### src/rtl/apb_v3_master_arbiter_if.sv
// Bundles the two requester ports and the shared APB3 bus of the arbiter.
// Latency: none, wires only.
// Backpressure: carried by mX_req_ready and the slave's PREADY.
interface apb_v3_master_arbiter_if #(
    parameter int unsigned ADDR_BUS_WIDTH = 32,
    parameter int unsigned DATA_BUS_WIDTH = 32
);
    // Requester 0
    logic                      m0_req_valid;
    logic                      m0_req_ready;
    logic                      m0_req_write;
    logic [ADDR_BUS_WIDTH-1:0] m0_req_addr;
    logic [DATA_BUS_WIDTH-1:0] m0_req_wdata;
    logic                      m0_rsp_valid;
    logic [DATA_BUS_WIDTH-1:0] m0_rsp_rdata;
    logic                      m0_rsp_err;
    // Requester 1
    logic                      m1_req_valid;
    logic                      m1_req_ready;
    logic                      m1_req_write;
    logic [ADDR_BUS_WIDTH-1:0] m1_req_addr;
    logic [DATA_BUS_WIDTH-1:0] m1_req_wdata;
    logic                      m1_rsp_valid;
    logic [DATA_BUS_WIDTH-1:0] m1_rsp_rdata;
    logic                      m1_rsp_err;
    // Shared APB3 bus
    logic                      PSEL;
    logic                      PENABLE;
    logic                      PWRITE;
    logic [ADDR_BUS_WIDTH-1:0] PADDR;
    logic [DATA_BUS_WIDTH-1:0] PWDATA;
    logic [DATA_BUS_WIDTH-1:0] PRDATA;
    logic                      PREADY;
    logic                      PSLVERR;

    // Arbiter's view of the bundle.
    modport master (
        input  m0_req_valid, m0_req_write, m0_req_addr, m0_req_wdata,
        output m0_req_ready, m0_rsp_valid, m0_rsp_rdata, m0_rsp_err,
        input  m1_req_valid, m1_req_write, m1_req_addr, m1_req_wdata,
        output m1_req_ready, m1_rsp_valid, m1_rsp_rdata, m1_rsp_err,
        output PSEL, PENABLE, PWRITE, PADDR, PWDATA,
        input  PRDATA, PREADY, PSLVERR
    );

    // Environment's view: the two requesters plus the APB slave.
    modport slave (
        output m0_req_valid, m0_req_write, m0_req_addr, m0_req_wdata,
        input  m0_req_ready, m0_rsp_valid, m0_rsp_rdata, m0_rsp_err,
        output m1_req_valid, m1_req_write, m1_req_addr, m1_req_wdata,
        input  m1_req_ready, m1_rsp_valid, m1_rsp_rdata, m1_rsp_err,
        input  PSEL, PENABLE, PWRITE, PADDR, PWDATA,
        output PRDATA, PREADY, PSLVERR
    );
endinterface

### src/rtl/apb_v3_master_arbiter.sv
// Two-requester round-robin APB3 master with a wait-state watchdog.
// Latency: accept at T, SETUP T+1, ACCESS T+2.., rsp strobe one cycle after PREADY (T+3 at zero wait).
// Backpressure: req_ready only in IDLE for the granted requester; slave stalls via PREADY, bounded by TIMEOUT_CYC.
module apb_v3_master_arbiter #(
    parameter int unsigned ADDR_BUS_WIDTH = 32,
    parameter int unsigned DATA_BUS_WIDTH = 32,
    parameter int unsigned TIMEOUT_CYC    = 256
) (
    input  logic                    PCLK,
    input  logic                    PRESET,
    apb_v3_master_arbiter_if.master bus
);

    typedef enum logic [1:0] {
        ST_IDLE   = 2'd0,
        ST_SETUP  = 2'd1,
        ST_ACCESS = 2'd2
    } state_t;

    // A zero limit switches the watchdog off entirely.
    localparam logic [15:0] TO_LIM = 16'(TIMEOUT_CYC);
    localparam bit          TO_EN  = (TIMEOUT_CYC != 0);

    state_t                    state_q,      state_d;
    logic                      last_grant_q, last_grant_d;
    logic                      gnt_idx_q,    gnt_idx_d;
    logic                      write_q,      write_d;
    logic [ADDR_BUS_WIDTH-1:0] addr_q,       addr_d;
    logic [DATA_BUS_WIDTH-1:0] wdata_q,      wdata_d;
    logic [15:0]               wd_cnt_q,     wd_cnt_d;
    logic [1:0]                rsp_vld_q,    rsp_vld_d;
    logic [DATA_BUS_WIDTH-1:0] rsp_rdata0_q, rsp_rdata0_d;
    logic [DATA_BUS_WIDTH-1:0] rsp_rdata1_q, rsp_rdata1_d;
    logic                      rsp_err0_q,   rsp_err0_d;
    logic                      rsp_err1_q,   rsp_err1_d;

    logic       gnt_any;
    logic       gnt_sel;
    logic       accept;
    logic       done_ok;
    logic       done_to;
    logic [DATA_BUS_WIDTH-1:0] rsp_rdata;
    logic       rsp_err;

    // Round-robin pick: on a tie the requester that did not win last time goes.
    always_comb begin
        gnt_any = bus.m0_req_valid | bus.m1_req_valid;
        gnt_sel = (bus.m0_req_valid && bus.m1_req_valid) ? ~last_grant_q : bus.m1_req_valid;
        accept  = (state_q == ST_IDLE) && !PRESET && gnt_any;
    end

    assign bus.m0_req_ready = accept && !gnt_sel;
    assign bus.m1_req_ready = accept &&  gnt_sel;

    assign bus.PSEL    = (state_q != ST_IDLE);
    assign bus.PENABLE = (state_q == ST_ACCESS);
    assign bus.PWRITE  = write_q;
    assign bus.PADDR   = addr_q;
    assign bus.PWDATA  = wdata_q;

    assign bus.m0_rsp_valid = rsp_vld_q[0];
    assign bus.m1_rsp_valid = rsp_vld_q[1];
    assign bus.m0_rsp_rdata = rsp_rdata0_q;
    assign bus.m1_rsp_rdata = rsp_rdata1_q;
    assign bus.m0_rsp_err   = rsp_err0_q;
    assign bus.m1_rsp_err   = rsp_err1_q;

    // FSM next state, request capture, watchdog and response formation.
    always_comb begin
        state_d      = state_q;
        last_grant_d = last_grant_q;
        gnt_idx_d    = gnt_idx_q;
        write_d      = write_q;
        addr_d       = addr_q;
        wdata_d      = wdata_q;
        wd_cnt_d     = wd_cnt_q;
        done_ok      = 1'b0;
        done_to      = 1'b0;

        case (state_q)
            ST_IDLE: begin
                if (accept) begin
                    last_grant_d = gnt_sel;
                    gnt_idx_d    = gnt_sel;
                    write_d      = gnt_sel ? bus.m1_req_write : bus.m0_req_write;
                    addr_d       = gnt_sel ? bus.m1_req_addr  : bus.m0_req_addr;
                    wdata_d      = gnt_sel ? bus.m1_req_wdata : bus.m0_req_wdata;
                    state_d      = ST_SETUP;
                end
            end
            ST_SETUP: begin
                wd_cnt_d = 16'd0;
                state_d  = ST_ACCESS;
            end
            ST_ACCESS: begin
                // A PREADY arriving on the limit cycle still completes normally.
                if (bus.PREADY) begin
                    done_ok = 1'b1;
                    state_d = ST_IDLE;
                end else if (TO_EN && (wd_cnt_q == TO_LIM)) begin
                    done_to = 1'b1;
                    state_d = ST_IDLE;
                end else begin
                    wd_cnt_d = wd_cnt_q + 16'd1;
                end
            end
            default: state_d = ST_IDLE;
        endcase

        rsp_rdata = '0;
        rsp_err   = 1'b1;
        if (done_ok) begin
            rsp_rdata = write_q ? '0 : bus.PRDATA;
            rsp_err   = bus.PSLVERR;
        end

        // Response fields only change on their own requester's strobe.
        rsp_vld_d    = 2'b00;
        rsp_rdata0_d = rsp_rdata0_q;
        rsp_rdata1_d = rsp_rdata1_q;
        rsp_err0_d   = rsp_err0_q;
        rsp_err1_d   = rsp_err1_q;
        if (done_ok || done_to) begin
            if (gnt_idx_q) begin
                rsp_vld_d[1] = 1'b1;
                rsp_rdata1_d = rsp_rdata;
                rsp_err1_d   = rsp_err;
            end else begin
                rsp_vld_d[0] = 1'b1;
                rsp_rdata0_d = rsp_rdata;
                rsp_err0_d   = rsp_err;
            end
        end
    end

    // State and datapath registers; reset drops the bus and any pending response.
    always_ff @(posedge PCLK or posedge PRESET) begin
        if (PRESET) begin
            state_q      <= ST_IDLE;
            last_grant_q <= 1'b1;
            gnt_idx_q    <= 1'b0;
            write_q      <= 1'b0;
            addr_q       <= '0;
            wdata_q      <= '0;
            wd_cnt_q     <= 16'd0;
            rsp_vld_q    <= 2'b00;
            rsp_rdata0_q <= '0;
            rsp_rdata1_q <= '0;
            rsp_err0_q   <= 1'b0;
            rsp_err1_q   <= 1'b0;
        end else begin
            state_q      <= state_d;
            last_grant_q <= last_grant_d;
            gnt_idx_q    <= gnt_idx_d;
            write_q      <= write_d;
            addr_q       <= addr_d;
            wdata_q      <= wdata_d;
            wd_cnt_q     <= wd_cnt_d;
            rsp_vld_q    <= rsp_vld_d;
            rsp_rdata0_q <= rsp_rdata0_d;
            rsp_rdata1_q <= rsp_rdata1_d;
            rsp_err0_q   <= rsp_err0_d;
            rsp_err1_q   <= rsp_err1_d;
        end
    end

endmodule

### src/flat_wrapper.sv
// flat-port wrapper written by rule: the top's interface ports become plain ports
module apb_v3_master_arbiter_flat 
#(
    parameter int unsigned ADDR_BUS_WIDTH = 32,
    parameter int unsigned DATA_BUS_WIDTH = 32,
    parameter int unsigned TIMEOUT_CYC    = 256
)
  (PCLK, PRESET, bus_m0_req_valid, bus_m0_req_write, bus_m0_req_addr, bus_m0_req_wdata, bus_m0_req_ready, bus_m0_rsp_valid, bus_m0_rsp_rdata, bus_m0_rsp_err, bus_m1_req_valid, bus_m1_req_write, bus_m1_req_addr, bus_m1_req_wdata, bus_m1_req_ready, bus_m1_rsp_valid, bus_m1_rsp_rdata, bus_m1_rsp_err, bus_PSEL, bus_PENABLE, bus_PWRITE, bus_PADDR, bus_PWDATA, bus_PRDATA, bus_PREADY, bus_PSLVERR);
  apb_v3_master_arbiter_if #(.ADDR_BUS_WIDTH(ADDR_BUS_WIDTH), .DATA_BUS_WIDTH(DATA_BUS_WIDTH)) bus_i ();
  input  logic PCLK;
  input  logic PRESET;
  input wire logic [$bits(bus_i.m0_req_valid)-1:0] bus_m0_req_valid;
  input wire logic [$bits(bus_i.m0_req_write)-1:0] bus_m0_req_write;
  input wire logic [$bits(bus_i.m0_req_addr)-1:0] bus_m0_req_addr;
  input wire logic [$bits(bus_i.m0_req_wdata)-1:0] bus_m0_req_wdata;
  output wire logic [$bits(bus_i.m0_req_ready)-1:0] bus_m0_req_ready;
  output wire logic [$bits(bus_i.m0_rsp_valid)-1:0] bus_m0_rsp_valid;
  output wire logic [$bits(bus_i.m0_rsp_rdata)-1:0] bus_m0_rsp_rdata;
  output wire logic [$bits(bus_i.m0_rsp_err)-1:0] bus_m0_rsp_err;
  input wire logic [$bits(bus_i.m1_req_valid)-1:0] bus_m1_req_valid;
  input wire logic [$bits(bus_i.m1_req_write)-1:0] bus_m1_req_write;
  input wire logic [$bits(bus_i.m1_req_addr)-1:0] bus_m1_req_addr;
  input wire logic [$bits(bus_i.m1_req_wdata)-1:0] bus_m1_req_wdata;
  output wire logic [$bits(bus_i.m1_req_ready)-1:0] bus_m1_req_ready;
  output wire logic [$bits(bus_i.m1_rsp_valid)-1:0] bus_m1_rsp_valid;
  output wire logic [$bits(bus_i.m1_rsp_rdata)-1:0] bus_m1_rsp_rdata;
  output wire logic [$bits(bus_i.m1_rsp_err)-1:0] bus_m1_rsp_err;
  output wire logic [$bits(bus_i.PSEL)-1:0] bus_PSEL;
  output wire logic [$bits(bus_i.PENABLE)-1:0] bus_PENABLE;
  output wire logic [$bits(bus_i.PWRITE)-1:0] bus_PWRITE;
  output wire logic [$bits(bus_i.PADDR)-1:0] bus_PADDR;
  output wire logic [$bits(bus_i.PWDATA)-1:0] bus_PWDATA;
  input wire logic [$bits(bus_i.PRDATA)-1:0] bus_PRDATA;
  input wire logic [$bits(bus_i.PREADY)-1:0] bus_PREADY;
  input wire logic [$bits(bus_i.PSLVERR)-1:0] bus_PSLVERR;
  assign bus_i.m0_req_valid = bus_m0_req_valid;
  assign bus_i.m0_req_write = bus_m0_req_write;
  assign bus_i.m0_req_addr = bus_m0_req_addr;
  assign bus_i.m0_req_wdata = bus_m0_req_wdata;
  assign bus_m0_req_ready = bus_i.m0_req_ready;
  assign bus_m0_rsp_valid = bus_i.m0_rsp_valid;
  assign bus_m0_rsp_rdata = bus_i.m0_rsp_rdata;
  assign bus_m0_rsp_err = bus_i.m0_rsp_err;
  assign bus_i.m1_req_valid = bus_m1_req_valid;
  assign bus_i.m1_req_write = bus_m1_req_write;
  assign bus_i.m1_req_addr = bus_m1_req_addr;
  assign bus_i.m1_req_wdata = bus_m1_req_wdata;
  assign bus_m1_req_ready = bus_i.m1_req_ready;
  assign bus_m1_rsp_valid = bus_i.m1_rsp_valid;
  assign bus_m1_rsp_rdata = bus_i.m1_rsp_rdata;
  assign bus_m1_rsp_err = bus_i.m1_rsp_err;
  assign bus_PSEL = bus_i.PSEL;
  assign bus_PENABLE = bus_i.PENABLE;
  assign bus_PWRITE = bus_i.PWRITE;
  assign bus_PADDR = bus_i.PADDR;
  assign bus_PWDATA = bus_i.PWDATA;
  assign bus_i.PRDATA = bus_PRDATA;
  assign bus_i.PREADY = bus_PREADY;
  assign bus_i.PSLVERR = bus_PSLVERR;
  apb_v3_master_arbiter #(.ADDR_BUS_WIDTH(ADDR_BUS_WIDTH), .DATA_BUS_WIDTH(DATA_BUS_WIDTH), .TIMEOUT_CYC(TIMEOUT_CYC)) u_core (.PCLK(PCLK), .PRESET(PRESET), .bus(bus_i));
endmodule
### config.mk
export PLATFORM = sky130hd
export DESIGN_NAME = apb_v3_master_arbiter_flat
export DESIGN_NICKNAME = d
export VERILOG_FILES = /design/src/rtl/apb_v3_master_arbiter_if.sv /design/src/rtl/apb_v3_master_arbiter.sv /design/src/flat_wrapper.sv
export SDC_FILE = /design/constraint.sdc
export NUM_CORES = 1
export LEC_CHECK = 0
export CAP_MARGIN = 10
export CORE_MARGIN = 8
export CORE_UTILIZATION = 44
export DETAILED_ROUTE_END_ITERATION = 12
export PLACE_DENSITY = 0.95
export SETUP_SLACK_MARGIN = 0.3
export SLEW_MARGIN = 25
export SYNTH_ARGS = -nofsm -noshare
export SYNTH_HDL_FRONTEND = slang
export SYNTH_SLANG_ARGS = --single-unit
### constraint.sdc
create_clock -name PCLK -period 9.7 [get_ports PCLK]
set_input_delay 0.97 -clock PCLK [delete_from_list [all_inputs] [get_ports PCLK]]
set_output_delay 0.97 -clock PCLK [all_outputs]
set_load 0.01 [all_outputs]
Word-level counts from Yosys, hierarchy flattened:

Index checks and enable logic that the tools add are counted.

* add/subtract/negate cells: 1
* eq/ne operators: 7
* muxes and demuxes: 22
* bitwise operators: 3
* reductions and logical operators: 16

Operator list (number)
* $mux W32: 4
* $mux W16: 2
* $pmux W16 S2: 1
* $add A16 B1 Y16 const B: 1
* $eq A16 B9 Y1 const B: 1
* $mux W1: 10
* $mux W2: 4
* $reduce_and A2 Y1: 4
* $pmux W2 S3: 1
* $logic_and A1 B1 Y1: 5
* $ne A2 B2 Y1 const B: 2
* $reduce_bool A2 Y1: 2
* $ne A3 B1 Y1 const B: 1
* $reduce_and A3 Y1: 1
* $eq A2 B1 Y1 const B: 1
* $eq A2 B2 Y1 const B: 1
* $logic_not A1 Y1: 2
* $logic_not A2 Y1: 1
* $ne A2 B1 Y1 const B: 1
* $not A1 Y1: 2
* $logic_or A1 B1 Y1: 1
* $or A1 B1 Y1: 1

* flip-flop bits (word level): 153
* input port bits: 168
* output and inout port bits: 137
* logic and storage cells: 61

Depth between registers and ports, before layout:

* word-level depth: 6
* depth in mapped cells: 7
* depth with buffers taken out: 7

Least setup slack after synthesis:

Ideal clock, no wire load.

* kind: input to output
* from: input port PRESET
* to: output port bus_m0_req_ready
* arrival: 1780 ps
* required time: 8730 ps
* slack: 6950 ps
* stages: 4
* path buffers: 1
* path through: nor3_1 > o21ai_1 > a21oi_1 > clkbuf_1

* cells in the longest elaborated chain, start to end: 4

RTL lines
* from (decl): RTL line flat_wrapper.sv:11 `input logic PRESET;`
* $logic_not A1 Y1: RTL line apb_v3_master_arbiter.sv:49 `accept = (state_q == ST_IDLE) && !PRESET && gnt_any;`
* $logic_and A1 B1 Y1 (2 in a row): RTL line apb_v3_master_arbiter.sv:49
* $logic_and A1 B1 Y1: RTL line apb_v3_master_arbiter.sv:52 `assign bus.m0_req_ready = accept && !gnt_sel;`
* to (decl): RTL line flat_wrapper.sv:16 `output wire logic [$bits(bus_i.m0_req_ready)-1:0] bus_m0_req_ready;`

No other way between the ends.

Final worst setup path:

Same ends and word-level chain as after synthesis.

==> flow_summary.ini <==
[run_status]
status = complete, no violations

[clock_network]
cts_buffers = 17
cts_buffer_depth = 2
cts_hold_buffers = 0
cts_sinks = 153
cts_setup_buffers = 0
clk-insertion-delay-late_ns = 0.42
ctsHtreeMaxLevel = 4
clk_pin_slew_worst_paths_ns = 0.06
cts_tree = done
cts-resized-gates = 0
cts-root-buf = clkbuf_16

[route]
drtPass1Iterations = 5
routed_via_density = 5.87
dr.first_iter.drc_count = 343
drt_wl_total_um = 22700
final_antenna_net_count = 0
drc_errors = 0
wl_per_cell_um = 23.2
vias = 5748

[synthesis]
synth.largest_area_cell = dfrtp_1
syn_avg_cell_area_um2 = 13.1
ys_seq_area_frac = 0.596
ys_warn_count = 0
synth.net_count = 661
synth_top_area_share = 0.592
synthArstFlopShare = 1.00
synth_cells = 491
ys_types = 43
synth_area_um2 = 6420
ys_seq_elements = 153
ys.flop_type = dfrtp_1
synth_edf_count = 0
synth.area.top_cells = dfrtp_1 (59%), a32o_1 (10%), a22o_1 (8.9%)

[floorplan]
core_um2 = 14400
dieWidth_um = 137
die_h_um = 137
die_area_um2 = 18700
initial_core_util = 0.445
io_pins = 305
num_rows = 44

[pwr]
finalPower_mw = 3.06
ir_drop_mv = 0.148
power_density_nw_per_um2 = 301
power_leakage_nw = 4.56

[critical_path]
crit_path_cell_trace = clkdlybuf4s50_1 -> nor3_1 -> o21ai_4 -> a21oi_4 -> clkdlybuf4s50_1
crit_top_cell = clkdlybuf4s50_1
crit_arrival_ns = 2.66
r2r_slack_ns = 7.48
cp_slowest_cell = clkdlybuf4s50_1
critPathKind = input pin to output pin
cp-start-kind = input pin
cpPeakStageDelay_ns = 0.55
worstSetupEndpointType = output pin
cp.required_ns = 8.73
crit_fanout = 2

[sta]
slew_headroom = 0.341
grt_setup_unrepaired = no
min_period_over_period = 0.374
timing.fmax_mhz = 276
hold_violations = 0
drv_slew = 0
tightest_slew_ns = 0.984
final-setup-viol-count = 0
period_needed_ns = 3.63
whs_ns = 0.491
fin_setup_tns_ns = 0
finClkSkew_ns = 0.0128

[run]
maxCapViolations = 0

[layout]
final_cell_mix = clkdlybuf4s50_1 (304), dfrtp_1 (152), a21o_1 (67)
drive_gt1_frac = 0.0682
fin_nets = 949
syn2layout_area_growth_pct = 58.1
num-fill-cells = 979
layout_commonest_cell = clkdlybuf4s50_1

[grt]
grt_pass1_vias = 6189
antenna_found_initial = 3
grt_pass1_wl_um = 34900
grt_overflow = 0
grt_max_degree = 94
grt_usage = 0.242

[placed_design]
dp_hpwl_um = 16300
globalplace.congestion = 0.833
port_buffers = 304

[min_path]
hp-class = flop to flop
[critical path, delay by kind of cell]
kind	cells	cell delay (ns)
and+or+nand+nor	1	0.38
AOI/OAI and AO/OA	2	0.28
buffers and inverters	2	1.03
[Yosys cell counts (all sizes together), types with 2 or more instances]
cell / instances
a21o: 67
and4: 4
a32o: 64
a22o: 65
or3: 3
nand3: 8
or4: 2
nor4: 2
clkbuf: 12
nor4b: 2
nand4: 4
nor3: 4
o221ai: 2
o21ai: 8
mux2i: 5
a2bb2oi: 2
inv: 13
o31ai: 2
ha: 2
nor2: 5
a21oi: 4
nor2b: 4
and3: 2
buf: 30
dfrtp: 152
nand2: 11
o211ai: 3
[sequential cells by signal, indices dropped and copies added, names as in the netlist]
| name | count |
|---|---|
| u_core.bus.m0_rsp_err | 1 |
| u_core.wd_cnt_q | 16 |
| u_core.bus.m1_rsp_err | 1 |
| u_core.last_grant_q | 1 |
| u_core.bus.m1_rsp_rdata | 32 |
| u_core.bus.PADDR | 32 |
| u_core.bus.PWDATA | 32 |
| u_core.rsp_vld_q | 2 |
| u_core.bus.PWRITE | 1 |
| u_core.state_q | 2 |
| u_core.bus.m0_rsp_rdata | 32 |
| u_core.gnt_idx_q | 1 |
[report_power, final]
part / switching, mW / leakage [nW] / internal, mW / total [mW]
Sequential: 0.164 / 1.95 / 0.911 / 1.08
Combinational: 0.540 / 2.33 / 0.784 / 1.32
Clock: 0.276 / 0.285 / 0.384 / 0.660
[per-stage QoR]
| stage | utilization | instance area (um2) | cells | setup WS, ns |
|---|---|---|---|---|
| 2_1_floorplan | - | 6420 | 491 | 4.61 |
| 3_3_place_gp | 0.663 | 9560 | 944 | 6.10 |
| 3_5_place_dp | 0.663 | 9560 | 944 | 6.06 |
| 4_1_cts | 0.704 | 10200 | 976 | 6.06 |
| 5_1_grt | 0.704 | 10200 | 979 | 5.98 |
| 6_report | 0.704 | 10200 | 979 | 6.07 |
[layout make-up]
type	instances	area, um2	share of cell area
clock inverter	15	164	0.0161
timing repair buffer	311	3100	0.305
inverter	13	53.8	0.00530
multi-input combinational	283	2350	0.232
antenna	3	7.51	0.000739
sequential	153	3830	0.377
tap	184	230	0.0227
clock buffer	17	425	0.0419
[kinds of logic (layout without fill, tap and decap cells)]
kind of cell               count (synthesis)  count (layout)  synth area share
buffers and inverters                     55             356            0.0430
xor gates and xnor gates                   1               1           0.00136
adders and majority gates                  2               2           0.00389
AOI/OAI and AO/OA                        219             219             0.293
DFF                                      153             153             0.596
other                                      0               3                 0
muxes                                      6               6           0.00954
and+or+nand+nor                           55              55            0.0530
[metal layers]
| metal | wire length [um] | vias up | track usage |
|---|---|---|---|
| li1 | - | 2518 | - |
| met1 | 8170 | 2889 | 0.277 |
| met2 | 11500 | 304 | 0.395 |
| met3 | 2480 | 37 | 0.0943 |
| met4 | 621 | 0 | 0.112 |
| met5 | 0 | - | 0 |
[path summary, 6_finish.rpt]
kind / from / end / cells past startpoint
max reg2reg: u_core.wd_cnt_q[0] / u_core.bus.m0_rsp_err / 7
min reg2reg: u_core.bus.m1_rsp_rdata[4] / u_core.bus.m1_rsp_rdata[4] / 1
max: PRESET / bus_m0_req_ready / 5
max in group asynchronous: PRESET / u_core.bus.PADDR[23] / 3
min: u_core.bus.m1_rsp_rdata[4] / u_core.bus.m1_rsp_rdata[4] / 1
min in group asynchronous: PRESET / u_core.wd_cnt_q[6] / 2
(Power assumes the default switching activity.)
